[src/rtl/pc_redirect_unit.sv]
// Fetch PC sequencer with branch redirect, pipeline flush and illegal-target HALT.
// Optional redirect counter port and logic are built only when PERF_CNT_EN is defined.
module pc_redirect_unit #(
  parameter int PC_W = 9
) (
  input  logic            clk,
  input  logic            reset,
  input  logic            stall,
  input  logic            PcSel,
  input  logic [31:0]     BrPC,
  output logic [PC_W-1:0] PC,
  output logic            Flush_IFID,
  output logic            Flush_IDEX,
  output logic            misalign_err,
  output logic            halted
`ifdef PERF_CNT_EN
  ,
  output logic [31:0]     redirect_cnt
`endif
);

  typedef enum logic {RUN = 1'b0, HALT = 1'b1} state_t;

  state_t          state, state_nxt;
  logic [PC_W-1:0] pc_nxt;
  logic            flush;
  logic            legal;
  logic            active;

  // Word aligned and fully inside the PC_W address space.
  assign legal = (BrPC[1:0] == 2'b00) && ((BrPC >> PC_W) == 32'd0);

  always_comb begin
    state_nxt = state;
    pc_nxt    = PC;
    flush     = 1'b0;
    unique case (state)
      RUN: begin
        if (PcSel) begin
          flush = 1'b1;
          if (legal) pc_nxt = BrPC[PC_W-1:0];
          else       state_nxt = HALT;
        end else if (!stall) begin
          pc_nxt = PC + PC_W'(4);
        end
      end
      HALT: flush = 1'b1;
    endcase
  end

  assign Flush_IFID = flush | ~reset;
  assign Flush_IDEX = flush | ~reset;

  // The first edge after reset release only arms the unit; no state moves on it.
  always_ff @(posedge clk or negedge reset) begin
    if (!reset) begin
      state        <= RUN;
      PC           <= '0;
      misalign_err <= 1'b0;
      halted       <= 1'b0;
      active       <= 1'b0;
    end else if (!active) begin
      active <= 1'b1;
    end else begin
      state        <= state_nxt;
      PC           <= pc_nxt;
      halted       <= (state_nxt == HALT);
      misalign_err <= misalign_err | (state_nxt == HALT);
    end
  end

`ifdef PERF_CNT_EN
  function automatic logic [31:0] sat_inc(input logic [31:0] v);
    return (v == 32'hFFFF_FFFF) ? v : v + 32'd1;
  endfunction

  logic accept;
  assign accept = active && (state == RUN) && PcSel && legal;

  always_ff @(posedge clk or negedge reset) begin
    if (!reset)      redirect_cnt <= 32'd0;
    else if (accept) redirect_cnt <= sat_inc(redirect_cnt);
  end
`endif

endmodule
[config.mk]
export PLATFORM = sky130hd
export DESIGN_NAME = pc_redirect_unit
export DESIGN_NICKNAME = d
export VERILOG_FILES = /design/src/rtl/pc_redirect_unit.sv
export SDC_FILE = /design/constraint.sdc
export NUM_CORES = 1
export LEC_CHECK = 0
export BUFFER_PORTS_ARGS = -buffer_cell sky130_fd_sc_hd__buf_2
export CORE_ASPECT_RATIO = 0.8
export CORE_MARGIN = 2
export CORE_UTILIZATION = 27
export DETAILED_ROUTE_END_ITERATION = 10
export GPL_TIMING_DRIVEN = 1
export SYNTH_ARGS = -nofsm -noshare
export SYNTH_HDL_FRONTEND = slang
export SYNTH_SLANG_ARGS = --single-unit
[constraint.sdc]
create_clock -name clk -period 1.7 [get_ports clk]
set_input_delay 0.34 -clock clk [delete_from_list [all_inputs] [get_ports clk]]
set_output_delay 0.34 -clock clk [all_outputs]
set_load 0.1 [all_outputs]
Word-level counts from Yosys, hierarchy flattened. Cells that the tools add are included. W data, S select, Z words.

Word-level logic and storage cells: 23. Output and inout bits: 13. Bits of input ports: 36. Flip-flop bits (word level): 12.

$add $sub $neg: 1. Multiplexer cells: 8. Reductions and logical operators: 4. Equality and inequality tests: 2. Bitwise logic cells: 4.

Operators by type and width (count): $logic_not A32 Y1 (1); $mux W9 (3); $add A9 B3 Y9 const B (1); $mux W1 (4); $ne A2 B1 Y1 const B (2); $reduce_and A4 Y1 (1); $logic_not A2 Y1 (1); $not A1 Y1 (2); $or A1 B1 Y1 (2); $pmux W1 S2 (1); $logic_and A1 B1 Y1 (1).

Longest topological paths before layout. Gate-level depths: netlist (run 1).

Depth after elaboration: 6. Gate-level depth with buffers: 6. Gate-level depth less buffers: 6.

Worst setup path after synthesis (run 1). Ideal clock, no wire load.

Path type: register to output. Start point: register state. End point: output port Flush_IFID. Path slack: -802 ps. Stages on the path, launching flop included: 4. Data arrival time: 2162 ps. Path buffers: 1. Data required time: 1360 ps. Cell sequence: dfrtp_1 nor2_1 nand2_1 buf_4.

Longest elaborated chain between the ends: 3.

RTL lines: start: declaration (RTL line 24) `state_t state, state_nxt;`; start signal: assignment (RTL line 65) `state <= state_nxt;`; $not A1 Y1 (no source line); $pmux W1 S2 (*) (RTL line 37) `unique case (state)`; $or A1 B1 Y1 (*); end: declaration (RTL line 12) `output logic Flush_IFID,`.

Every way passes the cells marked *; elsewhere a longest branch is shown, timed or not.

Final worst setup path (run 1).
Start point: register PC[3]. End point: register PC[8].

Longest elaborated chain between the ends: 3.

RTL lines: start: declaration (RTL line 11) `output logic [PC_W-1:0] PC,`; start signal: assignment (RTL line 66) `PC <= pc_nxt;`; $add A9 B3 Y9 (RTL line 44) `pc_nxt = PC + PC_W'(4);`; $mux W9 (RTL line 43) `end else if (!stall) begin`; $mux W9 (RTL line 39) `if (PcSel) begin`.

Every way passes these cells. The select of a mux whose other input is x is not followed. A chain may end at the register's enable or synchronous reset.

==> results.yml, run 1 <==
critical_path:
  start_kind: "flip-flop"
  required_ps: 1900
  worstPathCellList: "ha_4 > and3_4 > nand3_1 > or3_1 > a21o_1 > o211ai_1"
  criticalPathCategory: "flip-flop to flip-flop"
  critPathMaxStageDelay_ps: 460
  crit_slowest_cell: "dfrtp_4"
  critPathTopFamily: "simple AND/OR/NAND/NOR gates"
  path_buf_inv: 0
  path_max_fanout: 5
  worst_setup_path_end_kind: "flip-flop"
  arrival_ps: 1770
final_layout:
  nFillCells: 291
  layout_commonest_cell: "buf_2"
  fin_cells: 180
  fin_nets: 180
  layout_common_cells: "46 x buf_2, 7 x nor2_1, 7 x a21oi_1, 6 x nand2_1, 6 x buf_4"
  drive_gt1_share_pct: 52.8
  area_growth_pct: 53.4
  final_core_util_pct: 43.3
  stdcell_area_um2: 1200
  num_antenna_cells: 0
sta:
  hold_ws_ps: 23.4
  maxSlewViolCount: 0
  finalSetupViolCount: 0
  timing.final.ws_setup_ps: 134
  fmax_ghz: 0.639
  fin_skew_ps: 8.44
  grt_setup_unrepaired: "no"
  tns_ps: 0
  fin_crit_sh_pct: 92.1
  final_hold_viol_count: 0
  fin_crit_ps: 1570
grt:
  first_global_vias: 871
  antenna_found_initial: 0
  grt_util_all_layers_pct: 14.7
  grt_pass1_wl_mm: 3.80
  grt_max_degree: 22
  grt_overflow: 0
detailed_routing:
  ant_nets: 0
  first_pass_iters: 4
  wl_met1_um: 961
  wl_per_cell_um: 12.5
  route.detailed.drc: 0
  finalWirelength_mm: 2.24
  routed_via_density: 4.79
  routed-via-count: 863
  routed.top_layer: "met3"
  drt_iter0_markers: 6
  dr_wl_met2_mm: 1.23
  routed-wl-met3_um: 48
placed_design:
  dpl_cell_area_um2: 1160
  dpl_worst_slack_ps: -56.1
  hpwl_mm: 1.78
  place_inst: 176
  gp_routability_congestion: 0.748
  io_buffers: 48
floorplan:
  top_level_ports: 49
  die_area_um2: 3340
  core_region_area_um2: 2770
  dieWidth_um: 64.1
  die_y_um: 52.1
  num_rows: 17
  floorplan.initialDensity_pct: 28.2
clock_network:
  cts_tree: "yes"
  root_buffer: "clkbuf_4"
  cts_resized: 0
  cts_sinks: 12
  cts_hold_buf: 0
  cts_buffers: 3
  clk_path_buf_depth: 2
  worstSkewPairLatency_ps: 280
  clkSlewWorstSetupHoldPaths_ps: 80
  post_cts.repair.setup_buffers: 0
  htree_levels: 1
synth:
  yosys_warnings: 0
  synth_area_per_cell_um2: 8.77
  ys_types: 37
  synth-seq-cells: 12
  yosysSeqAreaShare_pct: 38.5
  netlist_instances: 89
  syn_area_um2: 781
  synth.net_count: 126
status:
  status: "finished clean"
min_path:
  worstHoldPathType: "input pin to async pin"
pwr:
  totalPowerFinal_mw: 0.592
  p_leak_nw: 0.548
  ir_drop_mv: 0.426
  power.density_nw_per_um2: 494
run:
  cap_violations: 0
registers in the layout, summed over array words and instances (netlist names):
| name | count |
|---|---|
| PC | 9 |
| active | 1 |
| misalign_err | 1 |
| state | 1 |
per-layer routing:
metal	track usage, %	up-vias
li1	-	444
met1	17.0	410
met2	28.0	9
met3	3.25	0
met4	2.84	0
met5	0	-
synth_stat cells (all sizes together):
library cell / instances / area share, %
dfrtp: 12 / 38
nor2: 8 / 4.8
a21oi: 7 / 4.5
nand2: 7 / 3.4
nor4: 6 / 7.2
nand3: 5 / 3.2
and3: 4 / 3.2
o21ai: 4 / 2.6
buf: 3 / 2.1
nand4: 3 / 3.2
o211ai: 3 / 2.9
a211oi: 2 / 1.9
a21boi: 2 / 1.9
clkbuf: 2 / 0.96
nor3: 2 / 1.3
o21bai: 2 / 1.9
or2: 2 / 1.6
or4: 2 / 1.9
a21o: 1 / 0.96
a221o: 1 / 1.3
a22oi: 1 / 0.96
and2: 1 / 0.80
and3b: 1 / 1.1
conb: 1 / 0.48
ha: 1 / 1.6
mux2i: 1 / 1.3
nand2b: 1 / 0.80
nand3b: 1 / 0.96
nor4b: 1 / 1.1
o22ai: 1 / 0.80
or3: 1 / 0.80
cell families after synthesis:
family	share of synthesized area [%]
DFF	38.5
buffers and inverters	3.04
muxes	1.28
other	0.480
and+or+nand+nor	35.4
AOI/OAI and AO/OA	19.7
adders and majority gates	1.60
final cells by class:
cell class	instances	area (um2)	share of cell area (%)
multi-input cells	72	482	40.2
flip-flops and latches	12	317	26.4
repair buffers	54	315	26.3
well taps	38	47.5	3.97
clock buffers	4	36.3	3.03
final timing paths:
| check | cells past startpoint | slack [ps] | from | endpoint |
|---|---|---|---|---|
| max | 6 | 130 | PC[3] | PC[8] |
| min | 2 | 20 | reset | PC[8] |
| max reg2reg | 6 | 130 | PC[3] | PC[8] |
| min reg2reg | 2 | 470 | misalign_err | misalign_err |
| max in group asynchronous | 2 | 1480 | reset | state |
| min in group clk | 3 | 340 | BrPC[7] | PC[7] |
report_power, final:
| group | total (mW) | switching, mW | leakage (nW) | internal (mW) |
|---|---|---|---|---|
| logic | 0.0729 | 0.0350 | 0.398 | 0.0379 |
| registers | 0.288 | 0.00142 | 0.129 | 0.286 |
| clock network | 0.231 | 0.101 | 0.0210 | 0.130 |
| total | 0.592 | 0.138 | 0.548 | 0.454 |
Note: power is estimated with default switching activity, not from simulation.
==> inputs of run 2 (changes only) <==
Settings changed: ABC_AREA from default to 1, CORE_MARGIN 2 to default, GPL_TIMING_DRIVEN 1 to 0.
==> run 2 against run 1 <==
  * The run now ends with hold timing left
  * Cell count rose by 15%
  * Hold slack lost 27 ps
  * Non-clock buffer count shrank 3
  * Sequential share of layout area down 0.68 points
  * Critical path depth is 2 lower
  * First-iteration DRC count rose to 6.7 times the previous value
  * Clock skew shrank 5.4 ps
  * Synthesized cell count rose by 33%
  * Die area is 3.8% lower
  * Sequential power rose by 39%
  * Flip-flop and latch count stayed put
  * Critical path type is now flip-flop to output pin
  * Largest cell class unchanged
  * Largest power group is now combinational cells
==> results.yml, run 2 <==
critical_path:
  criticalPathCategory: "flip-flop to output pin"
  r2r_slack_ps: 410
  path_max_fanout: 12
  crit-reg2reg-capture: "PC[8]"
  crit_slowest_cell: "dfrtp_4"
  r2r_cells: 8
  worst_setup_path_end_kind: "output pin"
  required_ps: 1360
  critPathTopFamily: "flip-flops"
  arrival_ps: 1260
  cp.depth: 4
  cpMostUsedCell: "buf_12"
  r2r-start: "PC[2]"
  start_kind: "flip-flop"
  critPathMaxStageDelay_ps: 480
  worstPathCellList: "inv_4 > nand3_4 > buf_12 > buf_12"
  path_buf_inv: 3
synth:
  ys_types: 21
  synth_top_family_by_area: "simple AND/OR/NAND/NOR gates"
  synth_area_per_cell_um2: 6.84
  yosysMostFrequentCell: "nand2_1"
  synth_compound_area_share_pct: 6.98
  syn_area_um2: 807
  yosysSeqAreaShare_pct: 37.2
  yosys-top-cells-area: "dfrtp_1 37%, nand2_1 20%, nor2_1 7.9%"
  synth_edf_count: 0
  synth-seq-cells: 12
  yosys.area_share.simple_pct: 45.4
  synth.net_count: 155
  ys_async_sr_fraction_pct: 100
  yosys.area.top_type_share_pct: 37.2
  yosys_warnings: 0
  synth_area_leader_cell: "dfrtp_1"
  synthAdderAreaFrac_pct: 1.55
  synthMuxAreaShare_pct: 0
  synthXorXnorAreaFrac_pct: 1.09
  netlist_instances: 118
  synth_ff_type: "dfrtp_1"
  synth_commonest_cells: "43 x nand2_1, 17 x nor2_1, 12 x dfrtp_1, 11 x nand3_1, 8 x nand4_1"
detailed_routing:
  first_pass_iters: 4
  route.detailed.drc: 0
  routed_via_density: 4.33
  routed-via-count: 896
  wl_per_cell_um: 10.5
  drt_iter0_markers: 40
  finalWirelength_mm: 2.17
  ant_nets: 0
sta:
  fin_skew_ps: 2.99
  grt_setup_unrepaired: "no"
  finalSetupViolCount: 0
  fin_crit_sh_pct: 94.3
  final_hold_viol_count: 5
  fin_crit_ps: 1600
  timing.final.ws_setup_ps: 96.8
  fmax_ghz: 0.624
  hold_ws_ps: -3.24
  maxSlewViolCount: 0
floorplan:
  core_region_area_um2: 2810
  num_rows: 17
  die_area_um2: 3210
  dieWidth_um: 63.1
  die_y_um: 50.9
  top_level_ports: 49
  floorplan.initialDensity_pct: 28.7
grt:
  grt_util_all_layers_pct: 15.3
  antenna_found_initial: 0
  grt_overflow: 0
  first_global_vias: 906
  grt_pass1_wl_mm: 3.80
  grt_max_degree: 14
clock_network:
  htree_levels: 1
  cts_buffers: 3
  post_cts.repair.setup_buffers: 0
  worstSkewPairLatency_ps: 240
  cts_hold_buf: 0
  cts_sinks: 12
  clk_path_buf_depth: 2
  root_buffer: "clkbuf_8"
  cts_tree: "yes"
  clkSlewWorstSetupHoldPaths_ps: 50
final_layout:
  regMostFlops: "PC"
  stdcell_area_um2: 1200
  fin_nets: 207
  drive_gt1_share_pct: 39.6
  layout_commonest_cell: "buf_2"
  num_antenna_cells: 0
  largest_reg_flops: 9
  fin_cells: 207
  layout_common_cells: "48 x buf_2, 43 x nand2_1, 17 x nor2_1, 10 x nand3_1, 8 x nand4_1"
  area_growth_pct: 48.7
min_path:
  worstHoldPathType: "input pin to async pin"
placed_design:
  gp_routability_congestion: 0.802
  dpl_worst_slack_ps: 144
  place_inst: 204
  io_buffers: 48
  dpl_cell_area_um2: 1140
  hpwl_mm: 1.73
pwr:
  p_leak_nw: 0.645
  ir_drop_mv: 0.448
  power.density_nw_per_um2: 1170
run:
  cap_violations: 0
status:
  status: "finished, violations left"
  violations: "hold timing"
run 2: cell types whose count changed after synthesis, moves of 4 or more:
| cell | before | now |
|---|---|---|
| inv_1 | 0 | 6 |
| and3_1 | 4 | 0 |
| nand4_1 | 2 | 8 |
| nand2_1 | 7 | 43 |
| nor2_1 | 7 | 17 |
| nand3_1 | 5 | 11 |
| a21oi_1 | 7 | 0 |
run 2: worst max path at each step:
stage          start    endpoint
3_5_place_dp   reset  Flush_IFID
6_report       state  Flush_IFID
5_1_grt        state  Flush_IFID
4_1_cts        state  Flush_IFID
3_3_place_gp   state  Flush_IFID
2_1_floorplan  state  Flush_IFID
run 2: cell type report:
cell class / instances / area, um2
multi-input combinational: 92 / 460
buffer: 3 / 30.0
sequential: 12 / 309
timing repair buffer: 48 / 258
inverter: 10 / 40.0
fill: 336 / 1610
tap: 38 / 47.5
clock buffer: 4 / 55.1
run 2: worst reg2reg max path, stage by stage, from the launching register on:
cell and delay (ps):
dfrtp_2 410, ha_1 250, nand2_1 100, nor2_1 100, nand3_1 70, nand3_1 80, nand2_1 60, nand4_1 80
nand2_1 50
run 2: through the flow:
stage | total power [mW] | hold WS (ps) | TNS [ps] | util, %
2_1_floorplan | 0.958 | 44.4 | -112 | -
3_3_place_gp | 1.10 | 258 | 0 | 40.6
3_5_place_dp | 1.11 | 265 | 0 | 40.6
4_1_cts | 1.44 | 3.96 | 0 | 43.2
5_1_grt | 1.49 | 7.00 | 0 | 42.7
6_report | 1.41 | -3.24 | 0 | 42.7
run 2: timing repair:
| action | in CTS | in global routing |
|---|---|---|
| pin swaps | 0 | 0 |
| cloned | 0 | 0 |
| endpoints found under the hold margin | 0 | 0 |
| endpoints found under the setup margin | 2 | 1 |
| gates resized for setup | 4 | 0 |
run 2: kinds of logic (layout without fill, tap and decap cells):
family	after synthesis	after routing
AOI/OAI and AO/OA	7	7
DFF	12	12
xor gates and xnor gates	1	1
buffers and inverters	14	65
adders and majority gates	1	1
and+or+nand+nor	82	82
other	1	1
run 2: metal layers:
metal  share of wire (%)  vias up  track usage [%]  wire length, um
met5                   0        -                0                0
met4                   0        0             2.71                0
met3                 5.1        0             5.58              111
met2                  49       20             28.0             1070
met1                  46      396             17.3              990
li1                    -      480                -                -
run 2: where the power goes:
group / internal [mW] / switching (mW)
clock network: 0.204 / 0.104
registers: 0.343 / 0.0578
logic: 0.155 / 0.545
total: 0.702 / 0.707
==> inputs of run 3 (changes only) <==
Settings changed: CORE_ASPECT_RATIO 0.8 to default.
==> run 3 against run 2 <==
  * The flow finishes with violations (DRC)
  * Combinational power down 0.7%
  * Global-route usage fell by 1.8 points
  * Clock skew shrank 1.9 ps
  * Sequential power is 1% higher
  * Total power down 5.8%
  * Clock power down 26%
  * Highest routed layer is now met4
==> results.yml, run 3 (synthesis gave the netlist of run 2 again) <==
final_layout:
  num_antenna_cells: 0
  area_growth_pct: 46.2
  fin_nets: 208
  largest_reg_flops: 9
  ff_latch_area_um2: 309
  nFillCells: 294
  multi_input_area_um2: 460
  fin_cells: 201
  layout_common_cells: "48 x buf_2, 43 x nand2_1, 17 x nor2_1, 10 x nand3_1, 8 x nand4_1"
  regMostFlops: "PC"
  layout_commonest_cell: "buf_2"
  final_core_util_pct: 42.1
  drive_gt1_share_pct: 39.4
critical_path:
  critPathMaxStageDelay_ps: 500
  critPathTopFamily: "flip-flops"
  path_buf_inv: 3
  criticalPathCategory: "flip-flop to output pin"
  worstPathCellList: "inv_6 > nand3_4 > buf_12 > buf_8"
  start_kind: "flip-flop"
  required_ps: 1360
  arrival_ps: 1300
  crit_slowest_cell: "dfrtp_4"
  path_max_fanout: 12
  worst_setup_path_end_kind: "output pin"
min_path:
  worstHoldPathType: "input pin to flip-flop"
clock_network:
  clk_path_buf_depth: 2
  cts_tree: "yes"
  worstSkewPairLatency_ps: 270
  root_buffer: "clkbuf_4"
  post_cts.repair.setup_buffers: 0
  htree_levels: 1
  clkSlewWorstSetupHoldPaths_ps: 80
  cts_sinks: 12
  cts_buffers: 3
detailed_routing:
  ant_nets: 0
  finalWirelength_mm: 2.12
  route.detailed.drc: 14
  wl_per_cell_um: 10.6
  routed_via_density: 4.60
  drt_iter0_markers: 47
  first_pass_iters: 7
  routed-via-count: 924
sta:
  worst_pin_slew_ps: 540
  fmax_ghz: 0.609
  finalSetupViolCount: 0
  relSlewSlack_pct: 63.9
  hold_ws_ps: 411
  fin_crit_ps: 1640
  grt_setup_unrepaired: "no"
  fin_skew_ps: 1.11
  maxSlewViolCount: 0
  final_hold_viol_count: 0
  fin_crit_sh_pct: 96.6
placed_design:
  hpwl_mm: 1.67
  gp_routability_congestion: 0.855
  place_inst: 197
  io_buffers: 48
grt:
  grt_max_degree: 13
  first_global_vias: 828
  grt_util_all_layers_pct: 13.5
  grt_pass1_wl_mm: 3.38
  antenna_found_initial: 0
  grt_overflow: 0
floorplan:
  die_area_um2: 3210
  die_y_um: 56.7
  dieWidth_um: 56.7
  top_level_ports: 49
  floorplan.initialDensity_pct: 28.8
  core_region_area_um2: 2810
  num_rows: 19
pwr:
  p_leak_nw: 0.638
  ir_drop_mv: 0.565
  power.density_nw_per_um2: 1120
status:
  status: "finished, violations left"
  violations: "DRC"
run:
  cap_violations: 0
[run 3: cell count changes in the layout (fill, tap and decap cells not counted)]
cell / previous run / this run
clkbuf_8: 4 / 1
clkbuf_4: 0 / 3
buf_8: 0 / 1
dlygate4sd3_1: 0 / 1
inv_6: 0 / 1
inv_4: 1 / 0
buf_12: 2 / 1
[run 3: worst paths after layout]
| kind | slack, ps | to | startpoint | cells past startpoint |
|---|---|---|---|---|
| worst max-delay path | 60 | Flush_IFID | state | 4 |
| worst min-delay path | 410 | PC[8] | BrPC[8] | 5 |
| worst max register to register | 400 | PC[8] | PC[2] | 8 |
| worst min register to register | 470 | PC[0] | PC[0] | 2 |
| max in group asynchronous | 680 | state | reset | 2 |
| min in group asynchronous | 620 | misalign_err | reset | 2 |
[run 3: report_power, final]
| group | internal (mW) | switching, mW | total [mW] |
|---|---|---|---|
| Sequential | 0.342 | 0.0640 | 0.406 |
| Clock | 0.130 | 0.0970 | 0.227 |
| Combinational | 0.155 | 0.539 | 0.694 |
[run 3: worst min-delay path: cells and delay by family]
kind          cells  cell delay (ps)
simple gates      4              230
buf+inv           1               80
[run 3: timing repair]
item	CTS	global route
cloned	0	0
hold buffers	1	0
gates resized for setup	4	1
endpoints found under the setup margin	2	1
pin swaps	0	0
hold endpoints to repair	12	0
[run 3: metrics by stage]
stage	area (um2)	setup WS (ps)	TNS [ps]	total power [mW]
floorplan	853	-112	-112	0.958
global placement	1130	150	0	1.10
detailed placement	1130	136	0	1.11
CTS	1180	26.5	0	1.34
global route	1180	19.6	0	1.40
finish	1180	58.5	0	1.33
[run 3: area by class of cell]
type | instances | share of cell area [%]
buffer | 3 | 2.55
clock buffer | 4 | 3.08
inverter | 10 | 3.61
multi-input combinational | 92 | 39.0
sequential | 12 | 26.2
tap | 31 | 3.29
timing repair buffer | 49 | 22.3
[run 3: layer usage]
layer  up-vias  track usage (%)  part of all wire [%]
li1        481                -                     -
met1       388             17.4                    45
met2        53             22.3                    45
met3         2             1.84                   9.4
met4         0             6.07                  0.38
met5         -                0                     0
